[src/rtl/game_pkg.sv]
// game_pkg: shared game states and default timing constants.
package game_pkg;
  typedef enum logic [1:0] {
    IDLE = 2'd0,
    PLAY = 2'd1,
    WON  = 2'd2,
    LOST = 2'd3
  } game_state_t;
  localparam int DEF_FRAMES_PER_SEC = 60;
  localparam int DEF_TIME_LIMIT_S = 300;
endpackage

[src/rtl/bcd_time_counter.sv]
// bcd_time_counter: m:ss BCD elapsed-time counter, saturating at 9:59, with limit compare.
module bcd_time_counter
  import game_pkg::*;
#(
  parameter int TIME_LIMIT_S = DEF_TIME_LIMIT_S
) (
  input  logic       Clk,
  input  logic       Reset_n,
  input  logic       clr,
  input  logic       inc,
  output logic [3:0] time_min,
  output logic [3:0] time_sec_t,
  output logic [3:0] time_sec_o,
  output logic       at_limit
);
  localparam logic [3:0] LIM_M = 4'(TIME_LIMIT_S / 60);
  localparam logic [3:0] LIM_T = 4'((TIME_LIMIT_S % 60) / 10);
  localparam logic [3:0] LIM_O = 4'(TIME_LIMIT_S % 10);
  logic sat;
  assign sat = time_min == 4'd9 && time_sec_t == 4'd5 && time_sec_o == 4'd9;
  assign at_limit = time_min == LIM_M && time_sec_t == LIM_T && time_sec_o == LIM_O;
  always_ff @(posedge Clk or negedge Reset_n) begin
    if (!Reset_n) begin
      time_min   <= '0;
      time_sec_t <= '0;
      time_sec_o <= '0;
    end else if (clr) begin
      time_min   <= '0;
      time_sec_t <= '0;
      time_sec_o <= '0;
    end else if (inc && !sat) begin
      time_sec_o <= time_sec_o == 4'd9 ? 4'd0 : time_sec_o + 4'd1;
      if (time_sec_o == 4'd9) begin
        time_sec_t <= time_sec_t == 4'd5 ? 4'd0 : time_sec_t + 4'd1;
        if (time_sec_t == 4'd5) time_min <= time_min + 4'd1;
      end
    end
  end
endmodule

[src/rtl/game_state_ctrl.sv]
// game_state_ctrl: frame tick from vsync, round FSM, frame counter and BCD play timer.
module game_state_ctrl
  import game_pkg::*;
#(
  parameter int FRAMES_PER_SEC = DEF_FRAMES_PER_SEC,
  parameter int TIME_LIMIT_S = DEF_TIME_LIMIT_S
) (
  input  logic       Clk,
  input  logic       Reset_n,
  input  logic       vs,
  input  logic       start,
  input  logic       win,
  input  logic       lose,
  output logic       play_en,
  output logic [1:0] game_state,
  output logic [3:0] time_min,
  output logic [3:0] time_sec_t,
  output logic [3:0] time_sec_o,
  output logic       frame_tick,
  output logic       timeout
);
  if (TIME_LIMIT_S < 1 || TIME_LIMIT_S > 599 || FRAMES_PER_SEC < 1) begin : g_bad_param
    $error("game_state_ctrl: TIME_LIMIT_S must be 1..599 and FRAMES_PER_SEC >= 1");
  end
  localparam int FC_W = FRAMES_PER_SEC > 1 ? $clog2(FRAMES_PER_SEC) : 1;
  localparam logic [FC_W-1:0] FC_LAST = FC_W'(FRAMES_PER_SEC - 1);
  game_state_t state, state_next;
  logic vs_s1, vs_s2, vs_q, start_q, start_arm, start_rise;
  logic timeout_next, wrap, stay_play, at_limit;
  logic [FC_W-1:0] fcnt;
  // start_arm blocks a start level already high when reset releases
  assign start_rise = start && !start_q && start_arm;
  assign wrap = fcnt == FC_LAST;
  assign stay_play = state == PLAY && state_next == PLAY;
  assign game_state = state;
  always_ff @(posedge Clk or negedge Reset_n) begin
    if (!Reset_n) begin
      vs_s1      <= 1'b1;
      vs_s2      <= 1'b1;
      vs_q       <= 1'b1;
      frame_tick <= 1'b0;
      start_q    <= 1'b0;
      start_arm  <= 1'b0;
    end else begin
      vs_s1      <= vs;
      vs_s2      <= vs_s1;
      vs_q       <= vs_s2;
      frame_tick <= vs_q && !vs_s2;
      start_q    <= start;
      start_arm  <= start_arm || !start;
    end
  end
  always_comb begin
    state_next = state;
    timeout_next = 1'b0;
    case (state)
      IDLE: state_next = start_rise ? PLAY : IDLE;
      PLAY: begin
        state_next = lose ? LOST : win ? WON : at_limit ? LOST : PLAY;
        timeout_next = !lose && !win && at_limit;
      end
      WON, LOST: state_next = start_rise ? IDLE : state;
    endcase
  end
  always_ff @(posedge Clk or negedge Reset_n) begin
    if (!Reset_n) begin
      state   <= IDLE;
      play_en <= 1'b0;
      timeout <= 1'b0;
      fcnt    <= '0;
    end else begin
      state   <= state_next;
      play_en <= state_next == PLAY;
      timeout <= timeout_next;
      fcnt    <= state_next == IDLE ? '0 : stay_play && frame_tick ? (wrap ? '0 : fcnt + 1'b1) : fcnt;
    end
  end
  bcd_time_counter #(.TIME_LIMIT_S(TIME_LIMIT_S)) u_time (
    .Clk       (Clk),
    .Reset_n   (Reset_n),
    .clr       (state_next == IDLE),
    .inc       (stay_play && frame_tick && wrap),
    .time_min  (time_min),
    .time_sec_t(time_sec_t),
    .time_sec_o(time_sec_o),
    .at_limit  (at_limit)
  );
endmodule

[config.mk]
export PLATFORM = sky130hd
export DESIGN_NAME = game_state_ctrl
export DESIGN_NICKNAME = d
export VERILOG_FILES = /design/src/rtl/game_pkg.sv /design/src/rtl/bcd_time_counter.sv /design/src/rtl/game_state_ctrl.sv
export SDC_FILE = /design/constraint.sdc
export NUM_CORES = 1
export LEC_CHECK = 0
export BUFFER_PORTS_ARGS = -buffer_cell sky130_fd_sc_hd__buf_2
export CAP_MARGIN = 20
export CORE_ASPECT_RATIO = 1.1
export CORE_MARGIN = 2
export CORE_UTILIZATION = 55
export DETAILED_ROUTE_END_ITERATION = 10
export PLACE_DENSITY_LB_ADDON = 0.3
export SETUP_SLACK_MARGIN = 0.1
export SLEW_MARGIN = 20
export SYNTH_ARGS = -nofsm -noshare
export SYNTH_HDL_FRONTEND = slang
export SYNTH_SLANG_ARGS = --single-unit
[constraint.sdc]
create_clock -name Clk -period 5.3 [get_ports Clk]
set_clock_uncertainty 0.2 [all_clocks]
set_input_delay 0.795 -clock Clk [delete_from_list [all_inputs] [get_ports Clk]]
set_output_delay 0.795 -clock Clk [all_outputs]
set_load 0.02 [all_outputs]
After elaboration in Yosys (flattened, before gate mapping)
Index checks and enable logic that the tools add are counted.

Word-level logic and storage cells: 78. Register bits after elaboration: 28. Output and inout bits: 17.

Mux-type cells: 21. Add/sub/neg operators: 4. Equal/unequal tests: 9. Reduce and logical (&&, ||, !) cells: 31.

Operators by type and width (number): 4-bit 2-to-1 mux (11); 6-bit 2-to-1 mux (3); 1-bit logical AND (13); 4-bit by 1-bit adder with 4-bit output, second input constant (3); 4-bit by 3-bit == test with 1-bit output, second input constant (2); 4-bit == test, second input constant (2); 4-bit logical NOT (2); 2-bit 2-to-1 mux (4); 2-bit nonzero test (4); 6-bit by 1-bit adder with 6-bit output, second input constant (1); 6-bit == test, second input constant (1); 1-bit logical NOT (6); 2-bit case mux with 3 select lines (1); 2-bit by 1-bit == test with 1-bit output, second input constant (2); 2-bit == test, second input constant (2); 2-bit logical NOT (2); 3-bit AND reduction (1); 1-bit 2-to-1 mux (2); 2-bit AND reduction (1); 2-bit OR reduction (1); 1-bit logical OR (1).

Depth between registers and ports, before layout
Depth in word-level cells: 14. Depth in mapped cells: 9.

By module
From an unflattened synthesis, not the netlist that was laid out.

Cell total of the unflattened synthesis: 144. Area total of the unflattened synthesis: 1503.9 um2.

By module, submodules not included: bcd_time_counter (cells an instance 79, sequential area each 300.3 um2, area an instance 793.3 um2, times used 1); game_state_ctrl (cells an instance 65, sequential area each 404.1 um2, area an instance 710.7 um2, times used 1).

Worst setup path after synthesis
OpenSTA, ideal clock, no wires.

Path kind: register -> register. Start point: reg u_time.time_sec_o[0]. End point: reg fcnt[3]. Arrival: 2045 ps. Data required time: 4974 ps. Clock period less this slack: 2371 ps. Setup slack: 2929 ps. Library setup time: 126 ps. Cell stages (with the launch flop): 9. Path buffers: 1. Path through: dfrtp_1 inv_1 ha_1 nor4bb_2 a311oi_4 o21ai_2 or2_0 buf_2 a221o_1.

Word-level cells in the longest chain between the ends: 10.

RTL lines: start, declared (RTL line bcd_time_counter.sv:13) `output logic [3:0] time_sec_o,`; start signal, assigned (RTL line bcd_time_counter.sv:32) `time_sec_o <= time_sec_o == 4'd9 ? 4'd0 : time_sec_o + 4'd1;`; 4-bit logical NOT (*) (RTL line bcd_time_counter.sv:21) `assign at_limit = time_min == LIM_M && time_sec_t == LIM_T && time_sec_o == LIM_O;`; 1-bit logical AND (*) (RTL line bcd_time_counter.sv:21); 2-bit 2-to-1 mux (*) (3 in series) (RTL line game_state_ctrl.sv:59) `state_next = lose ? LOST : win ? WON : at_limit ? LOST : PLAY;`; 2-bit case mux with 3 select lines (*) (RTL line game_state_ctrl.sv:56) `case (state)`; 2-bit by 1-bit == test with 1-bit output (RTL line game_state_ctrl.sv:34) `assign stay_play = state == PLAY && state_next == PLAY;`; 1-bit logical AND (RTL line game_state_ctrl.sv:34); 1-bit logical AND (RTL line game_state_ctrl.sv:75) `fcnt <= state_next == IDLE ? '0 : stay_play && frame_tick ? (wrap ? '0 : fcnt + 1'b1) : fcnt;`; 2-bit nonzero test (no line); end signal, assigned (RTL line game_state_ctrl.sv:75); end, declared (RTL line game_state_ctrl.sv:30) `logic [FC_W-1:0] fcnt;`.

Mark *: on every way between the ends. The rest lies on a longest branch, timed or not. A chain may end at the register's enable or synchronous reset.

Worst setup path in the final report
Ends and elaborated chain as after synthesis.

==> results.yml <==
status:
  status: "finished, final reports clean"
worst_setup_path:
  required_ps: 5330
  crit_path_max_incr_delay_ps: 500
  cpLargestDelayFamily: "compound AO/OA/AOI/OAI gates"
  crit_arrival_ps: 2810
  crit_fanout: 16
  endpoint_kind: "flop"
  critPathKind: "flop to flop"
  start_kind: "flop"
  crit_chain: "inv_1 > ha_1 > nor4bb_2 > a311oi_4 > o21ai_2 > nor3_1 > a221o_1"
  cp_slowest_cell: "nor4bb_2"
  path_buf_inv: 1
cts:
  clk_pin_slew_ps: 160
  cts_sinks: 28
  ctsHoldBuffers: 0
  htreeDepth: 1
  cts_tree: "built"
  insertion_delay_ps: 330
  clockBufferDepth: 2
  cts-resized-gates: 0
  cts_root_buffer: "clkbuf_4"
  post_cts_buffers: 0
  cts_made_buffers: 3
power:
  p_per_area_nw_per_um2: 329
  combPwrFrac_pct: 30.9
  switchingPower_mw: 0.206
  swShare_pct: 35.8
  clock_power_share_pct: 24.4
  ir_worst_vdd_mv: 0.175
  power_leakage_nw: 0.817
  seqPwrFrac_pct: 44.7
  intPower_mw: 0.370
sta:
  finalCriticalPeriod_ps: 2770
  max_slew.worst_pin.slew_ps: 1060
  relSlewSlack_pct: 29.2
  final.setup.tns_ps: 0
  drv_slew: 0
  period_share_pct: 52.3
  holdWs_ps: 169
  max_freq_mhz: 361
  finalHoldViolations: 0
  setup_viol: 0
  rsz0062_at_grt: "false"
cells_and_area:
  final_core_util_pct: 63.7
  areaGrowthSynthToFinish_pct: 11.3
  antenna_cells: 0
  finish.net_count: 190
  n_fill_cell: 227
  drive_above_1_share_pct: 21.8
yosys:
  synth.top_cells.by_area: "dfrtp_1 40%, ha_1 7.1%, dfstp_2 5.0%"
  synth_area_um2: 1580
  synth.most_common_cell: "dfrtp_1"
  synth_edf_count: 0
  synth.distinct_cells: 43
  synth_seq_area_share_pct: 44.7
  yosys_warnings: 0
  ys_ff_latch: 28
  async_flop_share_pct: 100
  synth_common_cells: "25 x dfrtp_1, 11 x o21ai_0, 9 x ha_1, 9 x inv_1"
  syn_nets: 169
  synthCells: 154
  yosysTopAreaCell: "dfrtp_1"
  avgSynthCellArea_um2: 10.2
  synth_top_area_share_pct: 39.7
  synth_flop_cell: "dfrtp_1"
drt:
  dr.pass1.iters: 4
  wl_per_cell_um: 15.9
  drt_iter0_drc: 36
  via_count: 1294
  wirelength_mm: 3.30
  route.detailed.drc: 0
  avgViaCountPerCell: 6.25
  drtAntennaViolNets: 0
grt:
  grt_use_total_pct: 21.8
  grt_pass1_vias: 1204
  grt_max_degree: 29
  antenna_found_initial: 0
  overflow: 0
  grt_pass1_wl_mm: 5.28
floorplan:
  start_util_pct: 57.3
  coreArea_um2: 2750
  dieWidth_um: 55.0
  rows: 20
  dieArea_um2: 3310
  die_h_um: 60.2
  ios: 23
run:
  max-cap-violations: 0
worst_hold_path:
  hp-class: "flop to flop"
placement:
  portBuffers: 22
  gp_congestion: 0.845
  dp_hpwl_mm: 2.35
routing by layer:
| metal | vias to the layer above | global-route usage [%] | share of wire [%] |
|---|---|---|---|
| met5 | - | 0 | 0 |
| met4 | 0 | 7.32 | 0.52 |
| met3 | 2 | 2.75 | 5.8 |
| met2 | 45 | 36.9 | 50 |
| met1 | 622 | 28.3 | 44 |
| li1 | 625 | - | - |
state kept, by name, summed over array words and instances (netlist names):
| name | cells |
|---|---|
| timeout | 1 |
| fcnt | 6 |
| vs_s1 | 1 |
| vs_s2 | 1 |
| frame_tick | 1 |
| u_time.time_min | 4 |
| play_en | 1 |
| start_q | 1 |
| u_time.time_sec_t | 4 |
| game_state | 2 |
| u_time.time_sec_o | 4 |
| start_arm | 1 |
| vs_q | 1 |
cells by family after synthesis:
kind of cell / Yosys count / share of synthesized area [%]
AO/OA/AOI/OAI: 44 / 20.8
adder cells (fa/ha/maj): 9 / 7.14
buffers and inverters: 15 / 3.81
flip-flops: 28 / 44.7
multiplexers: 1 / 0.714
AND/OR/NAND/NOR: 57 / 22.9
path summary, 6_finish.rpt:
path	slack, ps	from	endpoint	cells past startpoint
min in group asynchronous	260	Reset_n	fcnt[4]	1
max reg2reg	2530	u_time.time_sec_o[0]	fcnt[3]	7
min	170	vs_s1	vs_s2	0
min reg2reg	170	vs_s1	vs_s2	0
max in group asynchronous	4230	Reset_n	u_time.time_min[0]	1
max	2530	u_time.time_sec_o[0]	fcnt[3]	7
placed cells by master (no fill, tap or decap), drive strengths merged, types with 2 or more instances in the layout:
cell	instances
a31oi	5
nor4b	2
buf	22
inv	9
a22o	2
nand2	5
nand4	3
nor2	8
o21ai	14
o31ai	7
and3	5
dfrtp	25
ha	9
nand3	8
nor4	2
and3b	4
a21oi	3
o211ai	2
nor3	3
dfstp	3
nand2b	4
clkbuf	3
a221o	3
o21bai	2
nand3b	4
or3	2
or2	2
per-stage QoR:
step	power, mW	std cells	setup slack, ps	cell area, µm²
CTS	0.580	207	2540	1750
finish	0.577	207	2530	1750
detailed placement	0.438	203	2220	1700
global route	0.610	207	2340	1750
global placement	0.433	203	2320	1700
floorplan	0.392	154	2930	1580
power groups by stage:
stage / Combinational, mW / Sequential [mW] / Clock [mW]
after detailed placement: 0.177 / 0.262 / 0
after floorplan: 0.122 / 0.270 / 0
after global placement: 0.174 / 0.259 / 0
after CTS: 0.177 / 0.257 / 0.146
after global routing: 0.198 / 0.260 / 0.152
final: 0.178 / 0.258 / 0.141
final cells by class:
| cell class | count | area [µm²] | area share, % |
|---|---|---|---|
| Clock inverter | 1 | 30.0 | 1.71 |
| Tap cell | 33 | 41.3 | 2.35 |
| Multi-Input combinational cell | 111 | 812 | 46.3 |
| Clock buffer | 3 | 22.5 | 1.28 |
| Timing Repair Buffer | 22 | 110 | 6.28 |
| Sequential cell | 28 | 704 | 40.2 |
| Inverter | 9 | 33.8 | 1.93 |
worst register-to-register path: cells and delay by family, from the launching register on:
kind	cells	cell delay, ps
buffers and inverters	1	100
adder cells (fa/ha/maj)	1	180
flip-flops	1	460
AND/OR/NAND/NOR	2	700
AO/OA/AOI/OAI	3	1040
(Power assumes the default switching activity.)
